File: src/rtl/frame_fetch_scheduler.sv
// Frame fetch scheduler: issues one read request per video row and tags each row with a
// destination IP, picked round-robin among IPs that still have outstanding-row credit.
module frame_fetch_scheduler #(
    parameter int IP_AMT    = 4,
    parameter int IP_ADDR_W = ($clog2(IP_AMT) > 1) ? $clog2(IP_AMT) : 1,
    parameter int ADDR_W    = 32,
    parameter int ROW_W     = 12,
    parameter int ROW_BEATS = 20,
    parameter int MAX_OUT   = 2,
    parameter int OUT_W     = $clog2(MAX_OUT + 1)
) (
    input  logic                 clk,
    input  logic                 rst,
    input  logic                 start_i,
    input  logic [ADDR_W-1:0]    frame_base_i,
    input  logic [ADDR_W-1:0]    row_stride_i,
    input  logic [ROW_W-1:0]     row_num_i,
    output logic [ADDR_W-1:0]    req_addr_o,
    output logic [7:0]           req_len_o,
    output logic [IP_ADDR_W-1:0] req_dest_o,
    output logic                 req_valid_o,
    input  logic                 req_ready_i,
    input  logic                 mon_tvalid_i,
    input  logic                 mon_tready_i,
    input  logic                 mon_tlast_i,
    input  logic [IP_ADDR_W-1:0] mon_tdest_i,
    output logic                 busy_o,
    output logic                 frame_done_o,
    output logic                 err_o
);

    typedef enum logic [1:0] {IDLE, ISSUE, DRAIN} state_t;

    state_t               state;
    logic [ADDR_W-1:0]    cur_addr;
    logic [ADDR_W-1:0]    stride_r;
    logic [ROW_W-1:0]     row_num_r;
    logic [ROW_W-1:0]     row_idx;
    logic [IP_ADDR_W-1:0] rr_ptr;
    logic [OUT_W-1:0]     out_cnt [IP_AMT];
    logic [OUT_W-1:0]     cnt_nxt [IP_AMT];
    logic [IP_AMT-1:0]    inc_vec;
    logic [IP_AMT-1:0]    dec_vec;
    logic [IP_AMT-1:0]    elig;
    logic [IP_AMT-1:0]    elig_nxt;
    logic                 hs;
    logic                 cpl;
    logic                 err_set;
    logic                 all_zero;
    logic                 last_row;
    logic [IP_ADDR_W:0]   grant_now;
    logic [IP_ADDR_W:0]   grant_post;

    // Returns {found, index} of the first eligible IP after ptr, wrapping modulo IP_AMT.
    function automatic logic [IP_ADDR_W:0] rr_pick(input logic [IP_ADDR_W-1:0] ptr,
                                                   input logic [IP_AMT-1:0]    el);
        logic                 found;
        logic [IP_ADDR_W-1:0] idx;
        logic [IP_ADDR_W-1:0] cand;
        int                   j;
        found = 1'b0;
        idx   = '0;
        for (int k = 1; k <= IP_AMT; k++) begin
            j    = (int'(ptr) + k) % IP_AMT;
            cand = IP_ADDR_W'(j);
            if (!found && el[cand]) begin
                found = 1'b1;
                idx   = cand;
            end
        end
        return {found, idx};
    endfunction

    assign req_len_o = 8'(ROW_BEATS - 1);
    assign last_row  = (row_idx == row_num_r - 1'b1);

    always_comb begin
        hs       = req_valid_o && req_ready_i;
        cpl      = mon_tvalid_i && mon_tready_i && mon_tlast_i;
        err_set  = 1'b0;
        all_zero = 1'b1;
        for (int i = 0; i < IP_AMT; i++) begin
            inc_vec[i] = hs && (req_dest_o == IP_ADDR_W'(i));
            dec_vec[i] = cpl && (mon_tdest_i == IP_ADDR_W'(i));
            cnt_nxt[i] = out_cnt[i];
            if (inc_vec[i] && !dec_vec[i]) begin
                cnt_nxt[i] = out_cnt[i] + 1'b1;
            end else if (dec_vec[i] && !inc_vec[i]) begin
                // A retire with nothing outstanding is a protocol error; the count saturates at 0.
                if (out_cnt[i] == '0) err_set = 1'b1;
                else                  cnt_nxt[i] = out_cnt[i] - 1'b1;
            end
            elig[i]     = out_cnt[i] < OUT_W'(MAX_OUT);
            elig_nxt[i] = cnt_nxt[i] < OUT_W'(MAX_OUT);
            if (out_cnt[i] != '0) all_zero = 1'b0;
        end
        grant_now  = rr_pick(rr_ptr, elig);
        grant_post = rr_pick(req_dest_o, elig_nxt);
    end

    always_ff @(posedge clk) begin
        if (rst) begin
            state        <= IDLE;
            cur_addr     <= '0;
            stride_r     <= '0;
            row_num_r    <= '0;
            row_idx      <= '0;
            rr_ptr       <= IP_ADDR_W'(IP_AMT - 1);
            req_addr_o   <= '0;
            req_dest_o   <= '0;
            req_valid_o  <= 1'b0;
            busy_o       <= 1'b0;
            frame_done_o <= 1'b0;
            err_o        <= 1'b0;
            for (int i = 0; i < IP_AMT; i++) out_cnt[i] <= '0;
        end else begin
            frame_done_o <= 1'b0;
            for (int i = 0; i < IP_AMT; i++) out_cnt[i] <= cnt_nxt[i];
            if (err_set) err_o <= 1'b1;

            case (state)
                IDLE: begin
                    if (start_i) begin
                        stride_r  <= row_stride_i;
                        row_num_r <= row_num_i;
                        row_idx   <= '0;
                        cur_addr  <= frame_base_i;
                        busy_o    <= 1'b1;
                        if (row_num_i == '0) begin
                            state <= DRAIN;
                        end else begin
                            state       <= ISSUE;
                            req_valid_o <= grant_now[IP_ADDR_W];
                            req_addr_o  <= frame_base_i;
                            req_dest_o  <= grant_now[IP_ADDR_W-1:0];
                        end
                    end
                end

                ISSUE: begin
                    if (!req_valid_o) begin
                        if (grant_now[IP_ADDR_W]) begin
                            req_valid_o <= 1'b1;
                            req_addr_o  <= cur_addr;
                            req_dest_o  <= grant_now[IP_ADDR_W-1:0];
                        end
                    end else if (req_ready_i) begin
                        cur_addr <= cur_addr + stride_r;
                        row_idx  <= row_idx + 1'b1;
                        rr_ptr   <= req_dest_o;
                        if (last_row) begin
                            req_valid_o <= 1'b0;
                            state       <= DRAIN;
                        end else if (grant_post[IP_ADDR_W]) begin
                            // Back-to-back issue keeps the request bus at one row per cycle.
                            req_addr_o <= cur_addr + stride_r;
                            req_dest_o <= grant_post[IP_ADDR_W-1:0];
                        end else begin
                            req_valid_o <= 1'b0;
                        end
                    end
                end

                DRAIN: begin
                    if (all_zero) begin
                        frame_done_o <= 1'b1;
                        busy_o       <= 1'b0;
                        state        <= IDLE;
                    end
                end

                default: state <= IDLE;
            endcase
        end
    end

endmodule

File: config.mk
export PLATFORM = sky130hd
export DESIGN_NAME = frame_fetch_scheduler
export DESIGN_NICKNAME = d
export VERILOG_FILES = /design/src/rtl/frame_fetch_scheduler.sv
export SDC_FILE = /design/constraint.sdc
export NUM_CORES = 1
export LEC_CHECK = 0
export CAP_MARGIN = 20
export CORE_MARGIN = 2
export CORE_UTILIZATION = 45
export CTS_CLUSTER_DIAMETER = 120
export DETAILED_ROUTE_END_ITERATION = 7
export PLACE_DENSITY = 0.73
export SYNTH_ARGS = -nofsm -noshare
export SYNTH_HDL_FRONTEND = slang
export SYNTH_SLANG_ARGS = --single-unit
File: constraint.sdc
create_clock -name clk -period 3.8 [get_ports clk]
set_input_delay 0.38 -clock clk [delete_from_list [all_inputs] [get_ports clk]]
set_output_delay 0.38 -clock clk [all_outputs]
set_load 0.05 [all_outputs]
# Yosys cells after proc, flatten, opt, wreduce, memory -nomap -nowiden
# Memories as Yosys holds them, arrays and structs flattened.
# Index checks and enable logic that the tools add are counted.
[word_totals]
elab_cells = 243
mem_count = 1
ramBits = 8
regBits = 130
input_bits = 85
out_inout_bits = 46
[memory_table]
columns = ["memory", "words", "width", "read_ports", "rd_ports_with_merged_regs", "write_ports", "line", "text"]
rows = [
  ["out_cnt", 4, 2, 4, 0, 4, "40", "logic [OUT_W-1:0] out_cnt [IP_AMT];"],
]
[classes]
reduce_logical = 61
n_eq_ne = 19
order_cmp = 16
mux = 110
addsub = 19
bitwise_logic = 5
[op_table]
columns = ["op", "count"]
rows = [
  ["$mux W32", 10],
  ["$pmux W32 S2", 2],
  ["$mux W2", 37],
  ["$mux W1", 45],
  ["$mux W12", 3],
  ["$add A32 B32 Y32", 1],
  ["$logic_and A1 B1 Y1", 25],
  ["$lt A2 B3 Y1 const B", 8],
  ["$pmux W12 S2", 1],
  ["$add A2 B1 Y2 const B", 8],
  ["$bmux W1 S2", 8],
  ["$lt A2 B2 Y1 const B", 8],
  ["$logic_not A1 Y1", 14],
  ["$logic_not A2 Y1", 7],
  ["$add A12 B1 Y12 const B", 1],
  ["$eq A12 B12 Y1", 1],
  ["$logic_not A12 Y1", 1],
  ["$ne A2 B2 Y1 const B", 6],
  ["$ne A3 B3 Y1 const B", 4],
  ["$reduce_bool A2 Y1", 6],
  ["$sub A12 B1 Y12 const B", 1],
  ["$eq A2 B2 Y1 const B", 5],
  ["$reduce_and A3 Y1", 3],
  ["$add A2 B2 Y2 const B", 4],
  ["other kinds (12)", 21],
]

# Logic depth before layout (Yosys ltp)
[depth]
ltp_word = 24
ltp_mapped = 14

# Worst setup path after synthesis
# No wires, ideal clock.
[synth_path]
kind = "flip-flop to flip-flop"
startpoint = "register req_valid_o"
endpoint = "register req_addr_o[30]"
setup_slack_ps = 45
path_buffers = 3
stages_incl_launch_ff = 14
setup_time_ps = 135
arrival_time_ps = 3619
cell_sequence = "dfxtp_1 > clkbuf_1 > buf_1 > clkbuf_1 > nand3_1 > ha_1 > mux2_2 > mux2i_1 > nor4_1 > and4b_1 > a22oi_4 > or4_1 > o21ai_1 > a311oi_2"
[synth_between]
elab_chain_len = 21
[synth_lines]
columns = ["item", "line", "text"]
rows = [
  ["start: declaration", "21", "output logic req_valid_o,"],
  ["start signal: assignment", "133", "req_valid_o <= grant_now[IP_ADDR_W];"],
  ["$logic_and A1 B1 Y1", "78", "hs = req_valid_o && req_ready_i;"],
  ["$logic_and A1 B1 Y1", "83", "inc_vec[i] = hs && (req_dest_o == IP_ADDR_W'(i));"],
  ["$logic_not A1 Y1", "88", "end else if (dec_vec[i] && !inc_vec[i]) begin"],
  ["$logic_and A1 B1 Y1", "88", ""],
  ["$mux W2", "88", ""],
  ["$mux W2", "86", "if (inc_vec[i] && !dec_vec[i]) begin"],
  ["$lt A2 B2 Y1", "94", "elig_nxt[i] = cnt_nxt[i] < OUT_W'(MAX_OUT);"],
  ["$bmux W1 S2", "66", "if (!found && el[cand]) begin"],
  ["[5 not listed]", "--", ""],
  ["$logic_not A1 Y1", "66", ""],
  ["$logic_and A1 B1 Y1", "66", ""],
  ["$mux W1", "66", ""],
  ["$logic_not A1 Y1", "66", ""],
  ["$logic_and A1 B1 Y1", "66", ""],
  ["$mux W1", "66", ""],
  ["$ne A3 B3 Y1 (no source line)", "--", ""],
  ["$reduce_and A7 Y1 (no source line)", "--", ""],
  ["end signal: assignment", "134", "req_addr_o <= frame_base_i;"],
  ["end signal: assignment", "144", "req_addr_o <= cur_addr;"],
  ["end signal: assignment", "156", "req_addr_o <= cur_addr + stride_r;"],
  ["end: declaration", "18", "output logic [ADDR_W-1:0] req_addr_o,"],
]
# Several ways; a longest one is shown, not always the timed one. The select of a mux whose other input is x is not followed.
# A chain may end at the register's enable or synchronous reset.

# Worst setup path after layout
[layout_path]
startpoint = "register req_dest_o[0]"
endpoint = "register req_addr_o[10]"
[layout_between]
elab_chain_len = 21
[layout_lines]
columns = ["item", "line", "text"]
rows = [
  ["start: declaration", "20", "output logic [IP_ADDR_W-1:0] req_dest_o,"],
  ["start signal: assignment", "135", "req_dest_o <= grant_now[IP_ADDR_W-1:0];"],
  ["start signal: assignment", "145", "req_dest_o <= grant_now[IP_ADDR_W-1:0];"],
  ["start signal: assignment", "157", "req_dest_o <= grant_post[IP_ADDR_W-1:0];"],
  ["$eq A2 B1 Y1, or another cell as far along", "83", ""],
  ["$logic_and A1 B1 Y1", "83", ""],
  ["$logic_not A1 Y1", "88", ""],
  ["$logic_and A1 B1 Y1", "88", ""],
  ["$mux W2", "88", ""],
  ["$mux W2", "86", ""],
  ["$lt A2 B2 Y1", "94", ""],
  ["$bmux W1 S2", "66", ""],
  ["[5 not listed]", "--", ""],
  ["$logic_not A1 Y1", "66", ""],
  ["$logic_and A1 B1 Y1", "66", ""],
  ["$mux W1", "66", ""],
  ["$logic_not A1 Y1", "66", ""],
  ["$logic_and A1 B1 Y1", "66", ""],
  ["$mux W1 (*)", "66", ""],
  ["$ne A3 B3 Y1 (no source line) (*)", "--", ""],
  ["$reduce_and A7 Y1 (no source line) (*)", "--", ""],
]
# Every way passes the cells marked *; elsewhere a longest branch is shown, timed or not. The select of a mux whose other input is x is not followed.

==> impl_results.html <==
<table>
<tr><th>Metric</th><th>Value</th></tr>
<tr><th colspan="2">Outcome</th></tr>
<tr><td>Run status</td><td>completed</td></tr>
<tr><th colspan="2">Floorplan</th></tr>
<tr><td>Die Footprint</td><td>0.0210 sq mm</td></tr>
<tr><td>Initial Utilization</td><td>45.8%</td></tr>
<tr><td>Die X-Extent</td><td>between 100 and 150 um</td></tr>
<tr><td>Placeable Area</td><td>0.0195 sq mm</td></tr>
<tr><td>Ports</td><td>131</td></tr>
<tr><td>Number of rows created at floorplan</td><td>51</td></tr>
<tr><td>Die Y-Extent</td><td>145 um</td></tr>
<tr><th colspan="2">Cells and area</th></tr>
<tr><td>Layout Nets</td><td>~1400</td></tr>
<tr><td>Fill count</td><td>around 1800</td></tr>
<tr><td>Share of cells above drive strength 1</td><td>roughly 6.1%</td></tr>
<tr><td>Area growth from synthesis to layout</td><td>22.1%</td></tr>
<tr><td>Area of the multi-input gates</td><td>0.00568 sq mm</td></tr>
<tr><td>Non-filler cells, final</td><td>~1500</td></tr>
<tr><td>Register area</td><td>0.00276 sq mm</td></tr>
<tr><td>Count of antenna diodes in the layout</td><td>0</td></tr>
<tr><th colspan="2">Global route</th></tr>
<tr><td>GR Util All Layers</td><td>23.5%</td></tr>
<tr><td>First-pass GRT wire length</td><td>39300 um</td></tr>
<tr><td>Vias in the first global route</td><td>just over 8000</td></tr>
<tr><td>Pin count of the biggest net entering global routing</td><td>between 80 and 90</td></tr>
<tr><td>Number of antenna violations at the first check in global routing</td><td>0</td></tr>
<tr><td>Global-route congestion overflow total</td><td>0</td></tr>
<tr><th colspan="2">Worst hold path</th></tr>
<tr><td>Min-delay src</td><td>rst</td></tr>
<tr><td>Destination of the worst hold path</td><td>err_o</td></tr>
<tr><td>Hold Path Cell Cnt</td><td>2</td></tr>
<tr><td>Type of the tightest min-delay check</td><td>in2reg</td></tr>
<tr><th colspan="2">Timing</th></tr>
<tr><td>Slew Viols, Final</td><td>0</td></tr>
<tr><td>FMAX</td><td>between 200 and 300 MHz</td></tr>
<tr><td>Slew Limit Headroom</td><td>37.5%</td></tr>
<tr><td>Share of the cycle needed by the critical path after routing</td><td>89.9%</td></tr>
<tr><td>Measured slew at the worst slew-check pin</td><td>0.928 ns</td></tr>
<tr><td>Final hold viol count</td><td>0</td></tr>
<tr><td>RSZ-0062 raised after global routing</td><td>no</td></tr>
<tr><td>Final critical-path required period</td><td>about 3.4 ns</td></tr>
<tr><td>Clock tree skew after final layout</td><td>0.0107 ns</td></tr>
<tr><td>Final setup violation count</td><td>0</td></tr>
<tr><td>Setup Total Neg Slack</td><td>0 ns</td></tr>
<tr><th colspan="2">Synth</th></tr>
<tr><td>Share of the yosys chip area belonging to registers</td><td>31.0%</td></tr>
<tr><td>Most area-consuming cells after synthesis</td><td>dfxtp_1, nand2_1, ha_1</td></tr>
<tr><td>Gate count after technology mapping</td><td>1166</td></tr>
<tr><td>Fraction of post-synthesis cell area in the top cell type by area</td><td>31.0%</td></tr>
<tr><td>Simple-Gate Fraction of Synth Area</td><td>between 20% and 30%</td></tr>
<tr><td>Netlist area before placement</td><td>between 0.008 and 0.009 sq mm</td></tr>
<tr><td>Number of flops mapped to enable cells by yosys</td><td>0</td></tr>
<tr><td>Share of async-settable or async-resettable flops after synthesis</td><td>0%</td></tr>
<tr><td>Primary FF master, synth</td><td>dfxtp_1</td></tr>
<tr><td>Combinational family with the most area after synthesis</td><td>compound AO/OA/AOI/OAI gates</td></tr>
<tr><td>Netlist cell types</td><td>75</td></tr>
<tr><td>Post-synthesis share of cell area spent on xor and xnor gates</td><td>under 10%</td></tr>
<tr><td>Average cell area after synthesis</td><td>7.65 sq um</td></tr>
<tr><td>Multiplexer area fraction after synthesis</td><td>4.24%</td></tr>
<tr><td>Post-synthesis share of cell area spent on full adders, half adders and majority gates</td><td>8.22%</td></tr>
<tr><td>Area fraction in compound gates after synthesis</td><td>23.7%</td></tr>
<tr><td>Yosys top cell by area</td><td>dfxtp_1</td></tr>
<tr><td>Post-synthesis sequential element count</td><td>about 140</td></tr>
<tr><td>Total of warnings raised by yosys</td><td>0</td></tr>
<tr><th colspan="2">Clocking</th></tr>
<tr><td>Post-CTS Hold Fix Bufs</td><td>0</td></tr>
<tr><td>Worst skew pair latency</td><td>0.43 ns</td></tr>
<tr><td>CTS H-Tree Depth</td><td>4</td></tr>
<tr><td>Clock Pin Slew Worst Setup and Hold Paths</td><td>0.06 ns</td></tr>
<tr><td>Clock tree from TritonCTS</td><td>built</td></tr>
<tr><td>Clock sink total</td><td>around 140</td></tr>
<tr><td>Maximum clock insertion buffer count</td><td>2</td></tr>
<tr><td># resized after CTS</td><td>0</td></tr>
<tr><td>CTS buffer count</td><td>17</td></tr>
<tr><td>Number of post-CTS setup repair buffers</td><td>0</td></tr>
<tr><td>Root Driver</td><td>clkbuf_16</td></tr>
<tr><th colspan="2">Detailed routing</th></tr>
<tr><td>Via-to-Cell Ratio</td><td>5.67</td></tr>
<tr><td>DRC violation count after routing</td><td>0</td></tr>
<tr><td>Iteration-0 DRC count of the detailed router</td><td>606</td></tr>
<tr><td>Via total after detailed routing</td><td>approximately 8700</td></tr>
<tr><td>Number of search-and-repair iterations in the first detailed-routing pass</td><td>5</td></tr>
<tr><td>Remaining number of nets flagged by the antenna check after routing</td><td>0</td></tr>
<tr><td>Average wire per cell in the routed design</td><td>16.0 um</td></tr>
<tr><td>Post-Route WL</td><td>24500 um</td></tr>
<tr><th colspan="2">Worst setup path</th></tr>
<tr><td>Category of the worst setup path launch point</td><td>flip-flop</td></tr>
<tr><td>Crit path top cell by count</td><td>ha_1</td></tr>
<tr><td>Type of the setup path with the least slack</td><td>reg2reg</td></tr>
<tr><td>Register-to-register setup slack</td><td>between 0.3 and 0.4 ns</td></tr>
<tr><td>CP Max Fanout</td><td>22</td></tr>
<tr><td>Critical path origin</td><td>req_dest_o[0]</td></tr>
<tr><td>CP bufs+invs</td><td>2</td></tr>
<tr><td>Reg-to-reg critical path endpoint</td><td>req_addr_o[10]</td></tr>
<tr><td>Slowest CP cell</td><td>dfxtp_1</td></tr>
<tr><td>Critical path required time</td><td>4.15 ns</td></tr>
<tr><td>Largest delay contributor family on the critical path</td><td>simple AND/OR/NAND/NOR gates</td></tr>
<tr><td>Crit path largest cell delay</td><td>0.51 ns</td></tr>
<tr><td>Worst Reg-to-Reg Cells</td><td>12</td></tr>
<tr><td>Crit end category</td><td>flip-flop</td></tr>
<tr><td>Critical Path AT</td><td>3.76 ns</td></tr>
<tr><td>Crit path cell chain</td><td>inv_1 -&gt; ha_1 -&gt; nand3_1 -&gt; ha_1 -&gt; mux2_2 -&gt; mux2i_1 -&gt; nor4_1 -&gt; and4b_1 -&gt; a22oi_4 -&gt; buf_4 -&gt; or3_1 -&gt; a21oi_1</td></tr>
<tr><td>Count of cell instances traversed by the critical path</td><td>12</td></tr>
<tr><td>Launch point of the worst reg-to-reg path</td><td>req_dest_o[0]</td></tr>
<tr><th colspan="2">Power</th></tr>
<tr><td>Leakage Power</td><td>4.48 nW</td></tr>
<tr><td>Power per standard cell area</td><td>between 400 and 500 mW/mm^2</td></tr>
<tr><td>Largest voltage drop on the vdd net</td><td>0.000317 V</td></tr>
<tr><th colspan="2">Job</th></tr>
<tr><td>Max Cap Viol</td><td>0</td></tr>
<tr><th colspan="2">Placed design</th></tr>
<tr><td># port buffers</td><td>roughly 120</td></tr>
<tr><td>Final estimated routing congestion in global placement</td><td>0.866</td></tr>
<tr><td>Detailed placer's ending HPWL</td><td>17200 um</td></tr>
<tr><td>Placed Cells incl. Taps</td><td>1498</td></tr>
</table>
==> per-stage QoR <==
stage | util [%] | hold slack (ns) | total power, mW | cell area (sq um) | setup WS, ns
floorplan | - | 0.440 | 2.82 | 8940 | 0.0453
global placement | 52.9 | 0.444 | 3.24 | 10300 | 0.407
finish | 55.9 | 0.353 | 4.94 | 10900 | 0.384
CTS | 55.9 | 0.337 | 4.96 | 10900 | 0.435
detailed placement | 52.9 | 0.452 | 3.27 | 10300 | 0.306
global route | 55.9 | 0.351 | 5.18 | 10900 | 0.0525
==> Yosys cell counts, types with 7 or more instances <==
cell	count
nand2_1	204
clkbuf_1	53
nand2b_1	7
a21oi_1	106
buf_1	11
and3_1	15
a211o_1	7
o211ai_1	12
mux2i_1	31
xor2_1	22
nand3_1	28
a311oi_1	19
nor4_1	13
xnor2_1	21
a211oi_1	20
o21ai_0	50
ha_1	57
or3_1	9
nor3_1	14
inv_1	39
a31oi_1	16
buf_4	10
nor2b_1	13
nor2_1	112
a21o_1	21
nand4_1	11
dfxtp_1	138
==> logic make-up after synthesis <==
logic type | Yosys count
simple gates | 449
xor+xnor | 44
buf+inv | 121
flops | 138
compound gates | 317
fa+ha+maj | 58
other cells | 2
mux | 37
==> cells in the final DEF (no fill, tap or decap), types with 22 or more instances in the layout <==
cell type	n
a21oi_1	106
clkdlybuf4s50_1	121
dfxtp_1	137
ha_1	57
inv_1	39
mux2i_1	31
nand2_1	204
nand3_1	28
nor2_1	111
o21ai_0	50
xor2_1	22
==> registers in the layout, indices dropped and copies added (netlist names), 2 cells and up <==
name and flops:
rr_ptr 2, row_num_r 12, stride_r 32, row_idx 12, out_cnt 8, req_addr_o 32, cur_addr 32, state 2
req_dest_o 2
==> cell type report <==
class	instances	area share [%]
Multi-Input combinational cell	913	52.1
Sequential cell	138	25.4
Timing Repair Buffer	142	12.6
Clock buffer	19	4.07
Tap cell	265	3.05
Inverter	40	1.40
Clock inverter	12	1.38
==> metal layers <==
layer  part of all wire (%)  track usage (%)  vias up
met2                     47             39.2      267
met3                    5.2             4.41       33
met4                    1.9             8.07        0
li1                       -                -     4314
met1                     46             30.7     4052
met5                      0                0        -
==> worst max-delay path by stage <==
stage                                end  slack, ns
after floorplan           req_addr_o[30]       0.05
after global placement    req_addr_o[19]       0.41
after detailed placement  req_addr_o[25]       0.31
after CTS                   cur_addr[30]       0.44
after global routing        cur_addr[30]       0.05
final                     req_addr_o[10]       0.38
==> power breakdown <==
| part | switching, mW | leakage (nW) | internal (mW) | total (mW) |
|---|---|---|---|---|
| combinational | 0.952 | 3.07 | 0.576 | 1.53 |
| clock | 0.651 | 0.285 | 1.04 | 1.69 |
| sequential | 0.128 | 1.13 | 1.60 | 1.72 |
Power figures use the tool's default switching activity.
